## config.mk

```make
export PLATFORM = sky130hd
export DESIGN_NAME = div_unit
export DESIGN_NICKNAME = d
export VERILOG_FILES = /design/src/rtl/div_unit_pkg.sv /design/src/rtl/div_step.sv /design/src/rtl/div_unit.sv
export SDC_FILE = /design/constraint.sdc
export NUM_CORES = 1
export LEC_CHECK = 0
export ABC_AREA = 1
export CORE_ASPECT_RATIO = 0.8
export CORE_MARGIN = 8
export CORE_UTILIZATION = 53
export CTS_CLUSTER_DIAMETER = 100
export DETAILED_ROUTE_END_ITERATION = 8
export GPL_TIMING_DRIVEN = 0
export HOLD_SLACK_MARGIN = 0.1
export PLACE_DENSITY = 0.8
export SLEW_MARGIN = 20
export SYNTH_ARGS = -nofsm -noshare
export SYNTH_HDL_FRONTEND = slang
export SYNTH_SLANG_ARGS = --single-unit
```

## constraint.sdc

```tcl
create_clock -name clk -period 3.9 [get_ports clk]
set_input_delay 0.585 -clock clk [delete_from_list [all_inputs] [get_ports clk]]
set_output_delay 0.585 -clock clk [all_outputs]
set_load 0.02 [all_outputs]
```

## src/rtl/div_unit_pkg.sv

```systemverilog
// Shared definitions for the execute-stage iterative divider.
package div_unit_pkg;

  // Divider sequencing states
  typedef enum logic [1:0] {
    IDLE = 2'd0,
    DIV  = 2'd1,
    DONE = 2'd2
  } divState_e;

  // Widest operand the divide-by-zero quotient constant covers
  localparam int unsigned DIV_MAX_WIDTH = 64;

  // Quotient delivered for a zero divisor (all ones, sliced to operand width)
  localparam logic [DIV_MAX_WIDTH-1:0] DIV_ZERO_QUO = '1;

endpackage

```

## src/rtl/div_step.sv

```systemverilog
// One restoring division iteration on unsigned magnitudes.
module div_step #(
  parameter int unsigned WIDTH = 32
) (
  input  logic [WIDTH-1:0] remIn,
  input  logic [WIDTH-1:0] quoIn,
  input  logic [WIDTH-1:0] divisor,
  output logic [WIDTH-1:0] remOut,
  output logic [WIDTH-1:0] quoOut
);

  logic [WIDTH:0] shifted;
  logic [WIDTH:0] trial;

  // Shift {rem,quo} left by one and try subtracting the divisor from the partial remainder
  always_comb begin
    shifted = {remIn, quoIn[WIDTH-1]};
    trial   = shifted - {1'b0, divisor};
    if (trial[WIDTH]) begin
      remOut = shifted[WIDTH-1:0];
      quoOut = {quoIn[WIDTH-2:0], 1'b0};
    end else begin
      remOut = trial[WIDTH-1:0];
      quoOut = {quoIn[WIDTH-2:0], 1'b1};
    end
  end

endmodule

```

## src/rtl/div_unit.sv

```systemverilog
// Iterative radix-2 restoring divider serving DIV/DIVU; stalls the pipeline while iterating.
module div_unit
  import div_unit_pkg::*;
#(
  parameter int unsigned WIDTH = 32,
  parameter int unsigned CNT_W = 6
) (
  input  logic             clk,
  input  logic             rst,
  input  logic             start,
  input  logic             signed_div,
  input  logic             cancel,
  input  logic [WIDTH-1:0] opa,
  input  logic [WIDTH-1:0] opb,
  output logic             div_stall,
  output logic             ready,
  output logic [WIDTH-1:0] hi_out,
  output logic [WIDTH-1:0] lo_out
);

  divState_e        state;
  divState_e        stateNext;
  logic [CNT_W-1:0] counter;
  logic [WIDTH-1:0] remReg;
  logic [WIDTH-1:0] quoReg;
  logic [WIDTH-1:0] divisorReg;
  logic             negQ;
  logic             negR;
  logic [WIDTH-1:0] hiReg;
  logic [WIDTH-1:0] loReg;

  logic             accept;
  logic             divByZero;
  logic             lastIter;
  logic [WIDTH-1:0] opaMag;
  logic [WIDTH-1:0] opbMag;
  logic [WIDTH-1:0] stepRem;
  logic [WIDTH-1:0] stepQuo;

  // Operand acceptance and magnitude extraction for the signed case
  always_comb begin
    accept    = (state == IDLE) && start && !cancel;
    divByZero = (opb == '0);
    lastIter  = (counter == CNT_W'(1));
    opaMag    = (signed_div && opa[WIDTH-1]) ? -opa : opa;
    opbMag    = (signed_div && opb[WIDTH-1]) ? -opb : opb;
  end

  div_step #(
    .WIDTH(WIDTH)
  ) u_step (
    .remIn  (remReg),
    .quoIn  (quoReg),
    .divisor(divisorReg),
    .remOut (stepRem),
    .quoOut (stepQuo)
  );

  // State register
  always_ff @(posedge clk or negedge rst) begin
    if (!rst) begin
      state <= IDLE;
    end else begin
      state <= stateNext;
    end
  end

  // Next-state logic; cancel always returns to IDLE and beats start
  always_comb begin
    stateNext = state;
    case (state)
      IDLE: begin
        if (start && !cancel) begin
          stateNext = divByZero ? DONE : DIV;
        end
      end
      DIV: begin
        if (cancel) begin
          stateNext = IDLE;
        end else if (lastIter) begin
          stateNext = DONE;
        end
      end
      DONE:    stateNext = IDLE;
      default: stateNext = IDLE;
    endcase
  end

  // Datapath: operand latch, iteration, and sign-corrected result load
  always_ff @(posedge clk or negedge rst) begin
    if (!rst) begin
      counter    <= '0;
      remReg     <= '0;
      quoReg     <= '0;
      divisorReg <= '0;
      negQ       <= 1'b0;
      negR       <= 1'b0;
      hiReg      <= '0;
      loReg      <= '0;
    end else begin
      case (state)
        IDLE: begin
          if (accept) begin
            remReg     <= '0;
            quoReg     <= opaMag;
            divisorReg <= opbMag;
            negQ       <= signed_div & (opa[WIDTH-1] ^ opb[WIDTH-1]);
            negR       <= signed_div & opa[WIDTH-1];
            counter    <= CNT_W'(WIDTH);
            if (divByZero) begin
              loReg <= DIV_ZERO_QUO[WIDTH-1:0];
              hiReg <= opa;
            end
          end
        end
        DIV: begin
          if (!cancel) begin
            remReg  <= stepRem;
            quoReg  <= stepQuo;
            counter <= counter - CNT_W'(1);
            if (lastIter) begin
              loReg <= negQ ? -stepQuo : stepQuo;
              hiReg <= negR ? -stepRem : stepRem;
            end
          end
        end
        default: begin
        end
      endcase
    end
  end

  // Stall is combinational so the hazard unit sees it in the accepting cycle
  assign div_stall = accept || (state == DIV);
  assign ready     = (state == DONE);
  assign hi_out    = hiReg;
  assign lo_out    = loReg;

endmodule

```

Word level (Yosys, flattened, before mapping)
Cells that the tools add are included.

Register bits: 170. Bits in writable memories: 0. Memory bits (read-only): 0. Input bits: 69. Bits in latches: 0. Logic and storage cells: 71. Memories kept: 0.

Bitwise operators: 3. Add/sub/neg operators: 6. Mux-type cells: 30. Multiply operators: 0. Equal/unequal tests: 9. Reductions and logical operators: 14. Shift operators: 0. Order comparisons: 0. Div/mod/pow operators: 0.

Operators with widths (number): $mux 32 (17); $pmux 32 s2 (4); $neg 32->32 (4); $sub 33x32->33 (1); $logic_not 32->1 (1); $mux 6 (2); $pmux 6 s2 (1); $mux 2 (4); $ne 2x2->1 const B (4); $eq 6x1->1 const B (1); $sub 6x1->6 const B (1); $logic_and 1x1->1 (5); $reduce_and 5->1 (1); $pmux 2 s2 (1); $reduce_and 2->1 (2); $ne 3x3->1 const B (1); $reduce_and 3->1 (1); $and 1x1->1 (2); $eq 2x1->1 const B (1); $eq 2x2->1 const B (1); $logic_not 2->1 (1); $ne 2x1->1 const B (1); $reduce_bool 2->1 (1); $logic_not 1->1 (1); other kinds (3) (3).

Longest topological paths before layout
Gate-level depths: netlist of run 1.

Word-level depth: 7. Gate-level depth with buffers: 28. Mapped depth without buffers: 27.

By module
From an unflattened synthesis of run 1, not the netlist that was laid out.

Cell total of the unflattened synthesis: 2381. Area total of the unflattened synthesis: 14298.7 um^2.

By module, submodules not included: div_unit (instances 1, area each 10915.5 um^2, seq. area each 4254.1 um^2, cells each 1670); div_step (instances 1, area each 3383.2 um^2, seq. area each 0.0 um^2, cells each 711).

Worst setup path after synthesis of run 1
No wires, ideal clock.

Kind: register -> register. From: register quoReg[31]. To: register loReg[30], in the netlist lo_out[30]. Period minus slack after synthesis: 3929 ps. Slack: -29 ps. Data arrival time: 3805 ps. Cell stages (with the launch flop): 24. Cells stage by stage: dfrtp_1 inv_1 ha_1 inv_1 fa_1 nand2_1 nand2_1 nand3_2 nand2_2 nand2_2 nand2_2 nand2_4 nand3_4 nand2_8 buf_4 ha_1 nand2_1 nor4_1 nand3_1 o41ai_1 o21ai_0 nor2_1 xor2_1 a21oi_1.

Cells in the longest elaborated chain, start to end: 7.

RTL lines: start: declaration (line div_unit.sv:25) `logic [WIDTH-1:0] quoReg;`; start signal: assignment (line div_unit.sv:105) `quoReg <= opaMag;`; start signal: assignment (line div_unit.sv:119) `quoReg <= stepQuo;`; $sub 33x32->33 (line div_step.sv:18) `trial = shifted - {1'b0, divisor};`; $mux 1 (line div_step.sv:19) `if (trial[WIDTH]) begin`; $neg 32->32 (line div_unit.sv:122) `loReg <= negQ ? -stepQuo : stepQuo;`; $mux 32 (line div_unit.sv:122); $mux 32 (line div_unit.sv:121) `if (lastIter) begin`; $mux 32 (line div_unit.sv:117) `if (!cancel) begin`; $pmux 32 s2 (line div_unit.sv:101) `case (state)`; end signal: assignment (line div_unit.sv:111) `loReg <= DIV_ZERO_QUO[WIDTH-1:0];`; end signal: assignment (line div_unit.sv:122); end: declaration (line div_unit.sv:30) `logic [WIDTH-1:0] loReg;`.

No other way between the ends. The select of a mux whose other input is x is not followed. A chain may end at the register's enable or synchronous reset.

Worst setup path after layout of run 1
Same ends and word-level chain as after synthesis.

==> results of run 1 <==
-- flip-flops by register name, indices dropped and copies added, names as in the netlist --
| register | count |
|---|---|
| counter | 6 |
| divisorReg | 32 |
| hi_out | 32 |
| lo_out | 32 |
| negQ | 1 |
| negR | 1 |
| quoReg | 32 |
| remReg | 32 |
| state | 2 |
-- power breakdown --
group	total (W)	internal [W]	switching [W]
sequential	0.00325	0.00256	0.000699
clock	0.00172	0.000954	0.000763
combinational	0.0124	0.00404	0.00834
total	0.0174	0.00755	0.00981
-- cells in the final DEF (no fill, tap or decap), types with 40 or more instances in the layout --
| master | netlist | layout |
|---|---|---|
| clkbuf_1 | 39 | 40 |
| nor3_1 | 48 | 48 |
| xor2_1 | 46 | 46 |
| nand2_1 | 635 | 631 |
| o21ai_0 | 115 | 114 |
| a21oi_1 | 97 | 97 |
| nand3_1 | 128 | 125 |
| nor2_1 | 199 | 197 |
| clkdlybuf4s50_1 | 0 | 133 |
| dfrtp_1 | 170 | 168 |
| inv_1 | 305 | 304 |
-- per-stage QoR --
stage / std cells / instance area [sq um] / total power, W / utilization (%)
global route: 2603 / 16100 / 0.0187 / 64.1
floorplan: 2102 / 13500 / 0.0112 / -
detailed placement: 2562 / 15300 / 0.0149 / 60.9
CTS: 2598 / 16000 / 0.0168 / 63.6
global placement: 2560 / 15300 / 0.0147 / 60.6
finish: 2603 / 16100 / 0.0174 / 64.1
-- layer usage --
layer | vias up | global-route usage [%]
met3 | 87 | 9.17
met4 | 0 | 8.49
met5 | - | 0
met2 | 863 | 44.2
met1 | 6948 | 47.8
li1 | 7035 | -
-- kinds of logic (layout without fill, tap and decap cells) --
kind of cell,count (synthesis),after routing,share of synthesized area (%)
DFF,170,170,31.5
and+or+nand+nor,1115,1115,35.5
AOI/OAI and AO/OA,328,328,13.9
xor gates and xnor gates,63,63,4.08
adders and majority gates,39,39,3.67
buffers and inverters,387,564,11.4
-- final cells by class --
class,instances,area (sq um)
multi-input cells,1545,7860
flip-flops and latches,170,4260
plain buffers,71,367
well taps,324,405
repair buffers,147,1490
clock buffers,19,443
inverters,316,1190
clock inverters,11,123
fillers,2370,9050
-- what timing repair did --
action                     4_1_cts  5_1_grt
hold endpoints to repair         1        0
hold buffers                     1        0
buffers inserted                 5        5
pin swaps                        6        7
setup endpoints to repair       10       23
gates resized for setup         17       17
-- worst max-delay path, cell delays in order, from the launching register on --
cell     delay, ns
dfrtp_2       0.47
inv_2         0.10
ha_2          0.19
inv_1         0.08
fa_2          0.35
nand2_2       0.08
nand2_2       0.07
nand3_2       0.09
nand2_4       0.08
nand2_2       0.07
nand2_2       0.08
nand2_4       0.11
nand3_4       0.11
nand2_8       0.10
buf_12        0.11
ha_4          0.13
nand2_2       0.08
nor4_4        0.39
nand3_4       0.18
o41ai_4       0.30
o21ai_2       0.13
nor2_1        0.13
xor2_1        0.16
a21oi_1       0.08
-- how the worst max path moves through the flow --
| stage | cells past startpoint | slack (ns) | from | endpoint |
|---|---|---|---|---|
| detailed placement | 23 | -1.00 | quoReg[31] | lo_out[30] |
| global placement | 1 | -4.98 | rst | lo_out[4] |
| global route | 23 | -0.05 | quoReg[31] | lo_out[30] |
| floorplan | 23 | 0.11 | quoReg[31] | lo_out[30] |
| CTS | 25 | 0.02 | quoReg[31] | hi_out[16] |
| finish | 23 | 0.09 | quoReg[31] | lo_out[30] |
==> reports/results.txt, run 1 <==
Starting Density: 53.7%
CP Launch Type: register
Worst Setup End Kind: register
syn_nets: 2210
first-pass GRT wire length: 78300 um
top sig layer: met4
Cell Pwr Density: 1080 nW/um^2
wl on met1: 23500 um
outcome: finished, final reports clean
CTS max path bufs: 2
DP Worst Slack: -1.00 ns
FF+latch count, synth: 170
Sink Count: 170
P&R area growth vs syn: 19.3%
HP Class: reg2reg
measured slew at the worst slew-check pin: 1.02 ns
Post-synth ARST share: 100%
number of diodes: 0
detailed route wirelength on metal3: 6090 um
CP max FO: 4
largest net degree at the start of global routing: 96
worst hold start: hi_out[3]
CP arrival: 4.12 ns
initial antenna violation count: 1
core area: 25200 sq um
cell area after synthesis: 13500 sq um
I/O Buffers: 134
Clock transition at path regs: 0.07 ns
share of the synthesized area in the top cell type: 31.5%
DR WL met2: 20000 um
WL per Instance: 19.5 um
fin crit share: 97.6%
Slew Viols, Final: 0
Die Footprint: 30900 sq um
HPWL after DPL: 40300 um
YS warnings: 0
max-cap violation count: 0
Final nets: 2376
Worst-Skew Late Latency: 0.44 ns
Leak: 8.04 nW
DR vias: 14.9k
worst setup margin: 0.0946 ns
layout cells sized above 1: 7.59%
Rows: 52
io pins: 135
clock skew: 0.0107 ns
ys flop type: dfrtp_1
relative slew slack: 32.1%
CTS tree: done
drt drc: 0
overall routing resource usage: 32.0%
Root Buffer: clkbuf_16
Setup TNS: 0 ns
1st-pass router iterations: 7
final setup fails: 0
post-synth cell types: 59
Synth top cells by count: 635 x nand2_1, 305 x inv_1, 199 x nor2_1
Post-synth EDFFs: 0
Worst Path Required: 4.21 ns
reg-to-reg slack, setup: 0.09 ns
Critical R2R Launch: quoReg[31]
die width: 195 um
vias in the first global route: 13.9k
final hold slack: 0.483 ns
Final GP Congestion: 0.982
Mean Syn Cell Area: 6.43 sq um
Die Y-Extent: 159 um
Vias/cell: 5.74
WS Path Type: reg2reg
cts bufs inserted: 17
H-tree depth: 4
FMAX: 263 MHz
peak supply drop: 500 uV
most frequent cell after synthesis: nand2_1
drt initial violations: 1724
fin crit period: 3.81 ns
sequential fraction of the synthesis area: 31.5%
dominant cell type by area after synthesis: dfrtp_1
main area contributors after synthesis: dfrtp_1 31%, nand2_1 18%, inv_1 8.5%, nor2_1 5.5%, nand3_1 4.7%
Hold Fails Final Rpt: 0
hold endpoint: hi_out[3]
gr ovfl total: 0
FF-to-FF path depth: 23
Hold Crit Depth: 2
final wirelength: 50700 um
post-route ant nets: 0
reg-to-reg endpoint: lo_out[30]
Synth Instances: 2102
Power figures use the tool's default switching activity.
==> run 2: changes to the inputs <==
CTS_CLUSTER_SIZE = 8   (was default)
==> results of run 2 <==
No change in the layout: final DEF, timing and power equal those of run 1.
==> run 3: changes to the inputs <==
CTS_CLUSTER_DIAMETER = default   (was 100)
==> results of run 3 <==
No change in the layout: final DEF, timing and power equal those of run 1.
